**src/rtl/tick_timer.sv**
```systemverilog
// Programmable game-speed timer: emits a one-cycle TICK every PERIOD clocks,
// with MAXTIME resetting to the slowest speed and SETTIME stepping faster.
module tick_timer #(
    parameter int MAX_PERIOD = 25_000_000,
    parameter int MIN_PERIOD = 2_500_000,
    parameter int SHIFT      = 3,
    parameter int W          = 25
) (
    input  logic         CLK,
    input  logic         CLRN,
    input  logic         MAXTIME,
    input  logic         SETTIME,
    output logic         TICK,
    output logic [W-1:0] PERIOD,
    output logic [3:0]   LEVEL
);

    localparam logic [W-1:0] MAX_P = W'(MAX_PERIOD);
    localparam logic [W-1:0] MIN_P = W'(MIN_PERIOD);
    localparam logic [W-1:0] ONE   = W'(1);

    logic [W-1:0] period_q, period_d;
    logic [W-1:0] cnt_q, cnt_d;
    logic [3:0]   level_q, level_d;
    logic         tick_q, tick_d;
    logic [W-1:0] step;
    logic [W-1:0] next_period;

    // NOTE: combinational logic uses blocking '=' with every output defaulted
    // first, so no path leaves a signal unassigned and no latch is inferred.
    always_comb begin
        step = period_q >> SHIFT;
        if (step == '0) begin
            step = ONE;
        end
        next_period = period_q - step;
        if (next_period < MIN_P) begin
            next_period = MIN_P;
        end

        period_d = period_q;
        cnt_d    = cnt_q;
        level_d  = level_q;
        tick_d   = 1'b0;

        // A load always wins over a pending tick.
        if (MAXTIME) begin
            period_d = MAX_P;
            cnt_d    = MAX_P - ONE;
            level_d  = 4'd0;
        end else if (SETTIME) begin
            period_d = next_period;
            cnt_d    = next_period - ONE;
            level_d  = (level_q == 4'd15) ? level_q : level_q + 4'd1;
        end else if (cnt_q != '0) begin
            cnt_d    = cnt_q - ONE;
        end else begin
            tick_d   = 1'b1;
            cnt_d    = period_q - ONE;
        end
    end

    // NOTE: state registers use non-blocking '<=' so all flops update together;
    // the reset here is sampled on the clock edge, not asynchronous.
    always_ff @(posedge CLK) begin
        if (!CLRN) begin
            period_q <= MAX_P;
            cnt_q    <= MAX_P - ONE;
            level_q  <= 4'd0;
            tick_q   <= 1'b0;
        end else begin
            period_q <= period_d;
            cnt_q    <= cnt_d;
            level_q  <= level_d;
            tick_q   <= tick_d;
        end
    end

    assign TICK   = tick_q;
    assign PERIOD = period_q;
    assign LEVEL  = level_q;

endmodule

```
**config.mk**
```make
export PLATFORM = sky130hd
export DESIGN_NAME = tick_timer
export DESIGN_NICKNAME = d
export VERILOG_FILES = /design/src/rtl/tick_timer.sv
export SDC_FILE = /design/constraint.sdc
export NUM_CORES = 1
export LEC_CHECK = 0
export CAP_MARGIN = 20
export CORE_ASPECT_RATIO = 1.75
export CORE_MARGIN = 8
export CORE_UTILIZATION = 40
export CTS_BUF_LIST = sky130_fd_sc_hd__clkbuf_2 sky130_fd_sc_hd__clkbuf_4 sky130_fd_sc_hd__clkbuf_8
export DETAILED_ROUTE_END_ITERATION = 8
export GPL_TIMING_DRIVEN = 0
export PLACE_DENSITY = 0.61
export SLEW_MARGIN = 20
export SYNTH_ARGS = -nofsm -noshare
export SYNTH_HDL_FRONTEND = slang
export SYNTH_SLANG_ARGS = --single-unit
export TNS_END_PERCENT = 50
```
**constraint.sdc**
```tcl
create_clock -name CLK -period 7.95 [get_ports CLK]
set_input_delay 1.59 -clock CLK [delete_from_list [all_inputs] [get_ports CLK]]
set_output_delay 1.59 -clock CLK [all_outputs]
set_load 0.05 [all_outputs]
```
### Word level (Yosys, flattened, before mapping)

Cells that the tools add are included.

* output and inout port bits: 30
* logic and storage cells: 23
* memory bits (writable): 0
* latch bits: 0
* input port bits: 4
* memories: 0
* flip-flop bits (word level): 55
* ROM bits: 0

* equal/unequal tests: 1
* div/mod/pow operators: 0
* magnitude comparators: 1
* bitwise operators: 2
* shift operators: 0
* muxes and demuxes: 5
* multipliers: 0
* reductions and logical operators: 5
* add/sub/neg operators: 5

Operators with widths (number)
* $mux 25: 3
* $sub 25x1->25 const B: 3
* $logic_not 25->1: 1
* $lt 25x22->1 const B: 1
* $reduce_bool 25->1: 1
* $sub 25x22->25: 1
* $mux 22: 1
* $add 4x1->4 const B: 1
* $eq 4x4->1 const B: 1
* $reduce_or 3->1: 1
* $not 1->1: 2
* $reduce_and 2->1: 1
* $reduce_or 2->1: 1
* $mux 1: 1

### Logic depth before layout (Yosys ltp)

* depth in word-level cells: 7
* gate-level depth with buffers: 25
* gate-level depth less buffers: 24

### Worst setup path before layout

Ideal clock, no wire load.

* kind: register -> register
* start: register period_q[22] (netlist: PERIOD[22])
* end: register cnt_q[24]
* arrival: 6.053 ns
* path slack: 1.766 ns
* stages on the path, launching flop included: 26
* path buffers: 2
* cells stage by stage: dfxtp_1 > clkbuf_1 > nor4_1 > and3_1 > a41o_1 > ha_1 > fa_1 > nand2b_1 > a21oi_1 > o211ai_2 > nand2_1 > xor2_1 > or2_1 > or4_1 > a311o_1 > buf_6 > nand2_1 > o22a_1 > ha_1 > nor3b_1 > nand3_1 > nor4_1 > a22oi_1 > nor4_2 > and4_1 > o21ai_1

* cells in the longest elaborated chain, start to end: 7
* elaborated cells between the ends (all ways): 9
* those cells by class: add/sub (3); order compare (1); mux (4); reduce/logical (1)

RTL lines
* start, declared: RTL line 22 `logic [W-1:0] period_q, period_d;`
* start signal, assigned: RTL line 72 `period_q <= period_d;`
* $logic_not 25->1: RTL line 33 `if (step == '0) begin`
* $mux 22: RTL line 33
* $sub 25x22->25: RTL line 36 `next_period = period_q - step;`
* $lt 25x22->1: RTL line 37 `if (next_period < MIN_P) begin`
* $mux 25: RTL line 37
* $sub 25x1->25: RTL line 53 `cnt_d = next_period - ONE;`
* $mux 25 (*): RTL line 51 `end else if (SETTIME) begin`
* end signal, assigned: RTL line 68 `cnt_q <= MAX_P - ONE;`
* end signal, assigned: RTL line 73 `cnt_q <= cnt_d;`
* end, declared: RTL line 23 `logic [W-1:0] cnt_q, cnt_d;`

Mark *: on every way between the ends. The rest lies on a longest branch, timed or not.
A chain may end at the register's enable or synchronous reset.

### Final worst setup path

Same ends and word-level chain as after synthesis.

==> flow_summary.yaml <==
status:
  status: "complete, no violations"
clock_tree:
  cts_tree: "done"
  htreeDepth: 2
  cts.sinks: 55
  hold_buffers: 0
  cts_inserted_buffers: 5
  clk_latency_ns: 0.33
  clk_pin_slew_ns: 0.12
  clockRootBuffer: "clkbuf_8"
  clockBufferDepth: 2
yosys:
  synth_common_cells: "a21oi_1, nor2_1, nand2_1, dfxtp_1, inv_1"
  synth_cell_types: 74
  synth_seq_cells: 55
  synth_flop_cell: "dfxtp_1"
  netlist_top_cells_area: "dfxtp_1, a21oi_1, ha_1"
  syn_inst: 646
  yosysSeqAreaShare: 0.235
  yosys_warnings: 0
  netlist.top_cell.by_area: "dfxtp_1"
  async_flop_share: 0
  netlist.area_leader.share: 0.235
  synth_edf_count: 0
  syn_area_um2: 4680
  syn-num-nets: 675
  avgSynthCellArea_um2: 7.24
  yosysMostFrequentCell: "a21oi_1"
setup_path:
  crit_fanout: 10
  crit_type: "reg2reg"
  cp-start-kind: "flop"
  regToRegSetupSlack_ns: 0.60
  cp.arrival_ns: 7.55
  worstPathRequired_ns: 8.15
  endpoint_kind: "flop"
sta:
  setup_viol: 0
  tightest_slew_ns: 1.05
  slew_headroom: 0.294
  fin_tns_setup_ns: 0
  fmax_ghz: 0.136
  timing_hold_violations_final: 0
  skew_ns: 0.0184
  finalCritPeriodShare: 0.925
  final.min_clock_period_ns: 7.35
  rsz0062_at_grt: "false"
  drv_slew: 0
routing:
  vias: 5110
  drt_first_iter_violations: 462
  route.antenna.remaining_nets: 0
  drc: 0
  drt-wirelength-per-cell_um: 22.0
  wl_met2_mm: 9.61
  routed.top_layer: "met4"
  routed-wl-met3_um: 705
  via_per_inst: 6.23
  wl_mm: 18.0
  first_pass_iters: 5
  wl_met1_mm: 6.92
pwr:
  p_sw_frac: 0.396
  power.share.sequential: 0.377
  power_uw: 815
  p_int_uw: 493
  power_frac_comb: 0.381
  p_sw_uw: 322
  p_per_area_nw_per_um2: 154
  clockPowerShare: 0.241
  p_leak_uw: 0.00205
  peakVddDrop_v: 0.0000943
cells_and_area:
  area_growth_pct: 12.9
  multi_input_area_um2: 3310
  diodes: 0
  regArea_um2: 1100
  drive_above_1_share: 0.0453
  fillCellCount: 1207
  final_nets: 714
  design_area_um2: 5280
place:
  dpl.hpwl_mm: 14.0
  place.gp.congestion: 0.919
  dpl-instance-area_um2: 5170
  port_buffers: 32
global_routing:
  grt_pass1_wl_mm: 27.6
  grt_start_max_net_pins: 16
  antenna_found_initial: 0
  overflow: 0
  grt_pass1_vias: 4983
  track_usage: 0.225
floorplan:
  rows: 52
  fp.dieH_um: 159
  die-area_um2: 15600
  coreArea_um2: 11500
  start_util: 0.406
  fp.dieW_um: 97.8
  pin_count: 34
run:
  max_cap_violations: 0
worst_hold_path:
  hold_class: "reg2reg"
cells in the final DEF, fill, tap and decap left out, types with 5 or more instances in the layout:
cell type,n
nand4_1,5
and3_1,9
nand3_1,20
nor4_1,9
mux2i_1,7
ha_1,24
clkbuf_8,5
nand2b_1,6
a21o_1,7
clkdlybuf4s50_1,32
xor2_1,12
o21ai_1,6
a211oi_1,12
buf_1,7
nor2b_1,10
o21ai_0,32
and2_1,6
dfxtp_1,55
nor2_1,68
or4_1,6
o211ai_1,7
a221oi_1,5
nor3_1,26
nand2_1,58
inv_1,33
a31oi_1,8
a22oi_1,5
o21a_1,5
clkbuf_1,23
a21oi_1,70
a211o_1,5
xnor2_1,22
area by class of cell:
cell class,instances,area share
Multi-Input combinational cell,522,0.626
Inverter,33,0.0234
Clock buffer,6,0.0144
Timing Repair Buffer,32,0.0606
Tap cell,135,0.0320
Sequential cell,55,0.208
Buffer,36,0.0294
Clock inverter,1,0.00568
cells by family after synthesis:
family                   Yosys count  synth area share
adder cells (fa/ha/maj)           25            0.0684
flip-flops                        55             0.235
buffers and inverters             69            0.0596
XOR/XNOR                          34            0.0636
AND/OR/NAND/NOR                  250             0.271
multiplexers                       8            0.0174
AO/OA/AOI/OAI                    205             0.284
metrics by stage:
| stage | std cells | worst slack [ns] | hold slack (ns) | utilization |
|---|---|---|---|---|
| floorplan | 646 | 1.77 | 0.606 | - |
| global placement | 813 | 0.249 | 0.486 | 0.449 |
| detailed placement | 813 | 0.224 | 0.489 | 0.449 |
| CTS | 820 | 0.192 | 0.503 | 0.458 |
| global route | 820 | 0.138 | 0.544 | 0.459 |
| finish | 820 | 0.600 | 0.502 | 0.459 |
sequential cells by signal (all words and copies together) (netlist names):
signal,flops
cnt_q,25
LEVEL,4
TICK,1
PERIOD,25
routing by layer:
| metal | vias to the layer above | track usage |
|---|---|---|
| met3 | 45 | 0.0289 |
| met2 | 176 | 0.420 |
| met4 | 0 | 0.118 |
| li1 | 2442 | - |
| met1 | 2447 | 0.237 |
| met5 | - | 0 |
repair_timing:
action                                  CTS  global route
setup buffers                             0             0
endpoints found under the setup margin    0             5
gates resized for setup                   0             2
final timing paths:
kind | start | end | cells after the start
setup reg to reg | PERIOD[22]$_SDFFE_PP1P_ | cnt_q[24]$_SDFF_PP1_ | 25
setup / recovery | PERIOD[22]$_SDFFE_PP1P_ | cnt_q[24]$_SDFF_PP1_ | 25
hold / removal | LEVEL[1]$_SDFFE_PP0P_ | LEVEL[1]$_SDFFE_PP0P_ | 2
hold reg to reg | LEVEL[1]$_SDFFE_PP0P_ | LEVEL[1]$_SDFFE_PP0P_ | 2
critical path, stage by stage, from the launching register on:
cell,delay [ns]
dfxtp_1,0.34
clkbuf_1,0.35
nor4_1,0.12
and3_1,0.21
a41o_1,0.22
ha_1,0.24
fa_1,0.41
nand2b_1,0.21
a21oi_2,0.35
o21ai_0,0.25
nand2_1,0.13
xnor2_1,0.23
a211oi_1,0.15
or4_1,0.53
a311o_1,0.37
buf_6,0.18
nand2_1,0.37
o22a_1,0.23
ha_1,0.21
nor3b_2,0.43
nand3_1,0.12
nor4_1,0.38
a22oi_1,0.28
nor4_2,0.57
and4_1,0.27
o21ai_1,0.06
power groups by stage:
| stage | Combinational, uW | Clock [uW] | Sequential [uW] |
|---|---|---|---|
| 3_3_place_gp | 300 | 0 | 313 |
| 3_5_place_dp | 304 | 0 | 313 |
| 2_1_floorplan | 203 | 0 | 328 |
| 5_1_grt | 335 | 208 | 309 |
| 6_report | 311 | 197 | 308 |
| 4_1_cts | 305 | 198 | 307 |
Power figures use the tool's default switching activity.
==> RTL change, RTL diff (config.mk and constraints unchanged) <==
Set the parameter `W` to 50 (it was 25).
--- a/src/rtl/tick_timer.sv
+++ b/src/rtl/tick_timer.sv
@@ -4,7 +4,7 @@
     parameter int MAX_PERIOD = 25_000_000,
     parameter int MIN_PERIOD = 2_500_000,
     parameter int SHIFT      = 3,
-    parameter int W          = 25
+    parameter int W          = 50
 ) (
     input  logic         CLK,
     input  logic         CLRN,
Ports: changed (resized PERIOD); port bits go from 34 to 59. The function was not compared with the original's and may differ.
==> RTL change against the unedited design <==
  * Synthesized area up 120%
  * Via count is 140% higher
  * Count of clock-buffer cells in the layout grew 3
  * Clock skew grew 0.0025 ns
  * Die area grew 100%
  * Utilization barely moved
  * Routed wire length grew to 2.9 times the old value
  * Setup slack got worse by 0.27 ns
  * Cell area is 120% higher
  * Sequential cell count increased by 50
  * Largest cell class unchanged
Power is left out: the tool's default activity adds up to more than one toggle a clock period on the data nets, which glitch-free logic cannot reach.
==> RTL change: results (changes against the unedited design) <==
<table>
<tr><th>Metric</th><th>Value</th></tr>
<tr><th colspan="2">Routing</th></tr>
<tr><td>Detail-routed net length per standard cell</td><td>29.57 µm (+34%)</td></tr>
<tr><td>Detail-routed via count per cell</td><td>6.772 (+8.7%)</td></tr>
<tr><td>Iter 0 DRT Violations</td><td>1329 (+190%)</td></tr>
<tr><td>Wire length reported by the detailed router</td><td>53080 µm (+190%)</td></tr>
<tr><th colspan="2">GRT</th></tr>
<tr><td>Maximum number of pins on one net before global-route repair</td><td>21 (+5)</td></tr>
<tr><td>Global-route wire length before repair</td><td>76450 µm (+180%)</td></tr>
<tr><td>Vias in the first global route</td><td>11780 (+140%)</td></tr>
<tr><td>GRT Overall Usage</td><td>33.70% (+11 points)</td></tr>
<tr><th colspan="2">Yosys</th></tr>
<tr><td>Net count of the mapped netlist</td><td>1460 (+120%)</td></tr>
<tr><td>Library cells used by synthesis</td><td>108 (+46%)</td></tr>
<tr><td>Register area share after synthesis</td><td>20.53% (-3.0 points)</td></tr>
<tr><td>Average cell area after synthesis</td><td>7.282 µm² (+0.53%)</td></tr>
<tr><td>Synth cell count leaders</td><td>161 x a21oi_1, 126 x nand2_1, 119 x nor2_1</td></tr>
<tr><td>Top area cells in the synthesized netlist</td><td>dfxtp_1 21%, a21oi_1 7.9%, ha_1 6.0%, nand2_1 4.6%, o21ai_0 4.5%</td></tr>
<tr><th colspan="2">Clocking</th></tr>
<tr><td>Clock latency on the worst-skew pair</td><td>0.42 ns (+0.09 ns)</td></tr>
<tr><td>Clock buffer count from CTS</td><td>9 (+4)</td></tr>
<tr><td>CTS H-tree lvls</td><td>3 (+1)</td></tr>
<tr><th colspan="2">Layout</th></tr>
<tr><td>Share of post-route cells with drive strength above 1</td><td>11.02% (+6.5 points)</td></tr>
<tr><td>Total number of nets in the final design</td><td>1528 (+110%)</td></tr>
<tr><td>Fill cells</td><td>2720 (+130%)</td></tr>
<tr><th colspan="2">Outcome</th></tr>
<tr><td>Outcome</td><td>complete, no violations</td></tr>
<tr><th colspan="2">Placed design</th></tr>
<tr><td>Inst Count DP</td><td>1780 (+120%)</td></tr>
<tr><td>HPWL Detailed</td><td>41160 µm (+190%)</td></tr>
<tr><td>Global placer's final weighted congestion</td><td>1.049 (+14%)</td></tr>
<tr><td>PortBufs</td><td>57 (+78%)</td></tr>
<tr><td>DP Area</td><td>0.01122 mm² (+120%)</td></tr>
<tr><th colspan="2">Critical path</th></tr>
<tr><td>Highest cell delay on the worst timing path</td><td>0.68 ns (+0.11 ns)</td></tr>
<tr><td>Critical-path cell with the highest stage delay</td><td>buf_1</td></tr>
<tr><td>Family of cells with the greatest summed delay on the critical path</td><td>buffers and inverters</td></tr>
<tr><td>Arrival time of data at the critical path endpoint</td><td>7.97 ns (+0.42 ns)</td></tr>
<tr><th colspan="2">STA</th></tr>
<tr><td>Normalized max-slew margin</td><td>13.52% (-16 points)</td></tr>
<tr><td>Worst Clk Skew</td><td>0.02092 ns (+0.002516 ns)</td></tr>
</table>
[RTL change: cell types whose count changed after synthesis, moves of 17 or more]
cell	before	now
a21oi_1	71	161
nand2_1	58	126
o21ai_0	32	92
nor2_1	68	119
dfxtp_1	55	105
nand4_1	5	44
inv_1	33	66
ha_1	24	49
nor4_1	9	32
nor3_1	26	43
[RTL change: cell type report]
class | count | share of cell area [%]
flip-flops and latches | 105 | 18.31
plain buffers | 77 | 4.012
clock inverters | 7 | 0.6596
inverters | 66 | 2.141
multi-input cells | 1155 | 65.29
repair buffers | 60 | 5.104
clock buffers | 9 | 1.071
well taps | 316 | 3.417
[RTL change: cell families (layout without fill, tap and decap cells)]
group           count (synthesis)  in the layout  synth area share, %
compound gates                504            504                32.84
xor+xnor                       57             57                4.949
fa+ha+maj                      50             50                6.184
buf+inv                       146            219                7.039
flops                         105            105                20.53
mux                            12             12                1.210
simple gates                  532            532                27.25
[RTL change: stage by stage]
step	util, %	TNS [ns]	hold slack, ns	setup slack (ns)
after global placement	44.39	-7.256	0.4967	-0.8200
final	45.84	0	0.5241	0.3277
after CTS	45.42	0	0.5152	0.04865
after floorplan	-	0	0.5925	1.128
after global routing	45.84	0	0.5553	0.1471
after detailed placement	44.46	-4.620	0.4898	-0.5065
[RTL change: what timing repair did]
item                                    in CTS  in global routing
pin swaps                                    1                  1
gates resized for setup                      8                 26
setup buffers                                1                  1
endpoints found under the setup margin      15                 19
[RTL change: worst reg2reg max path: cells and delay by family (launching register included)]
| kind | cells | cell delay (ns) |
|---|---|---|
| xor+xnor | 1 | 0.34 |
| buf+inv | 2 | 0.32 |
| fa+ha+maj | 3 | 0.83 |
| compound gates | 10 | 2.15 |
| flops | 1 | 0.49 |
| simple gates | 12 | 3.33 |
[RTL change: final timing paths]
path	endpoint	cells after the start	from	slack, ns
setup / recovery	cnt_q[46]$_SDFF_PP0_	22	SETTIME	0.33
hold / removal	LEVEL[1]$_SDFFE_PP0P_	2	LEVEL[1]$_SDFFE_PP0P_	0.52
setup reg to reg	cnt_q[34]$_SDFF_PP0_	28	PERIOD[28]$_SDFFE_PP0P_	0.42
hold reg to reg	LEVEL[1]$_SDFFE_PP0P_	2	LEVEL[1]$_SDFFE_PP0P_	0.52
[RTL change: metal layers]
metal	vias to the layer above	track usage [%]	part of all wire, %
met4	0	29.01	10
met2	726	58.30	49
li1	5412	-	-
met5	-	0	0
met1	5732	35.32	34
met3	285	4.247	7.0
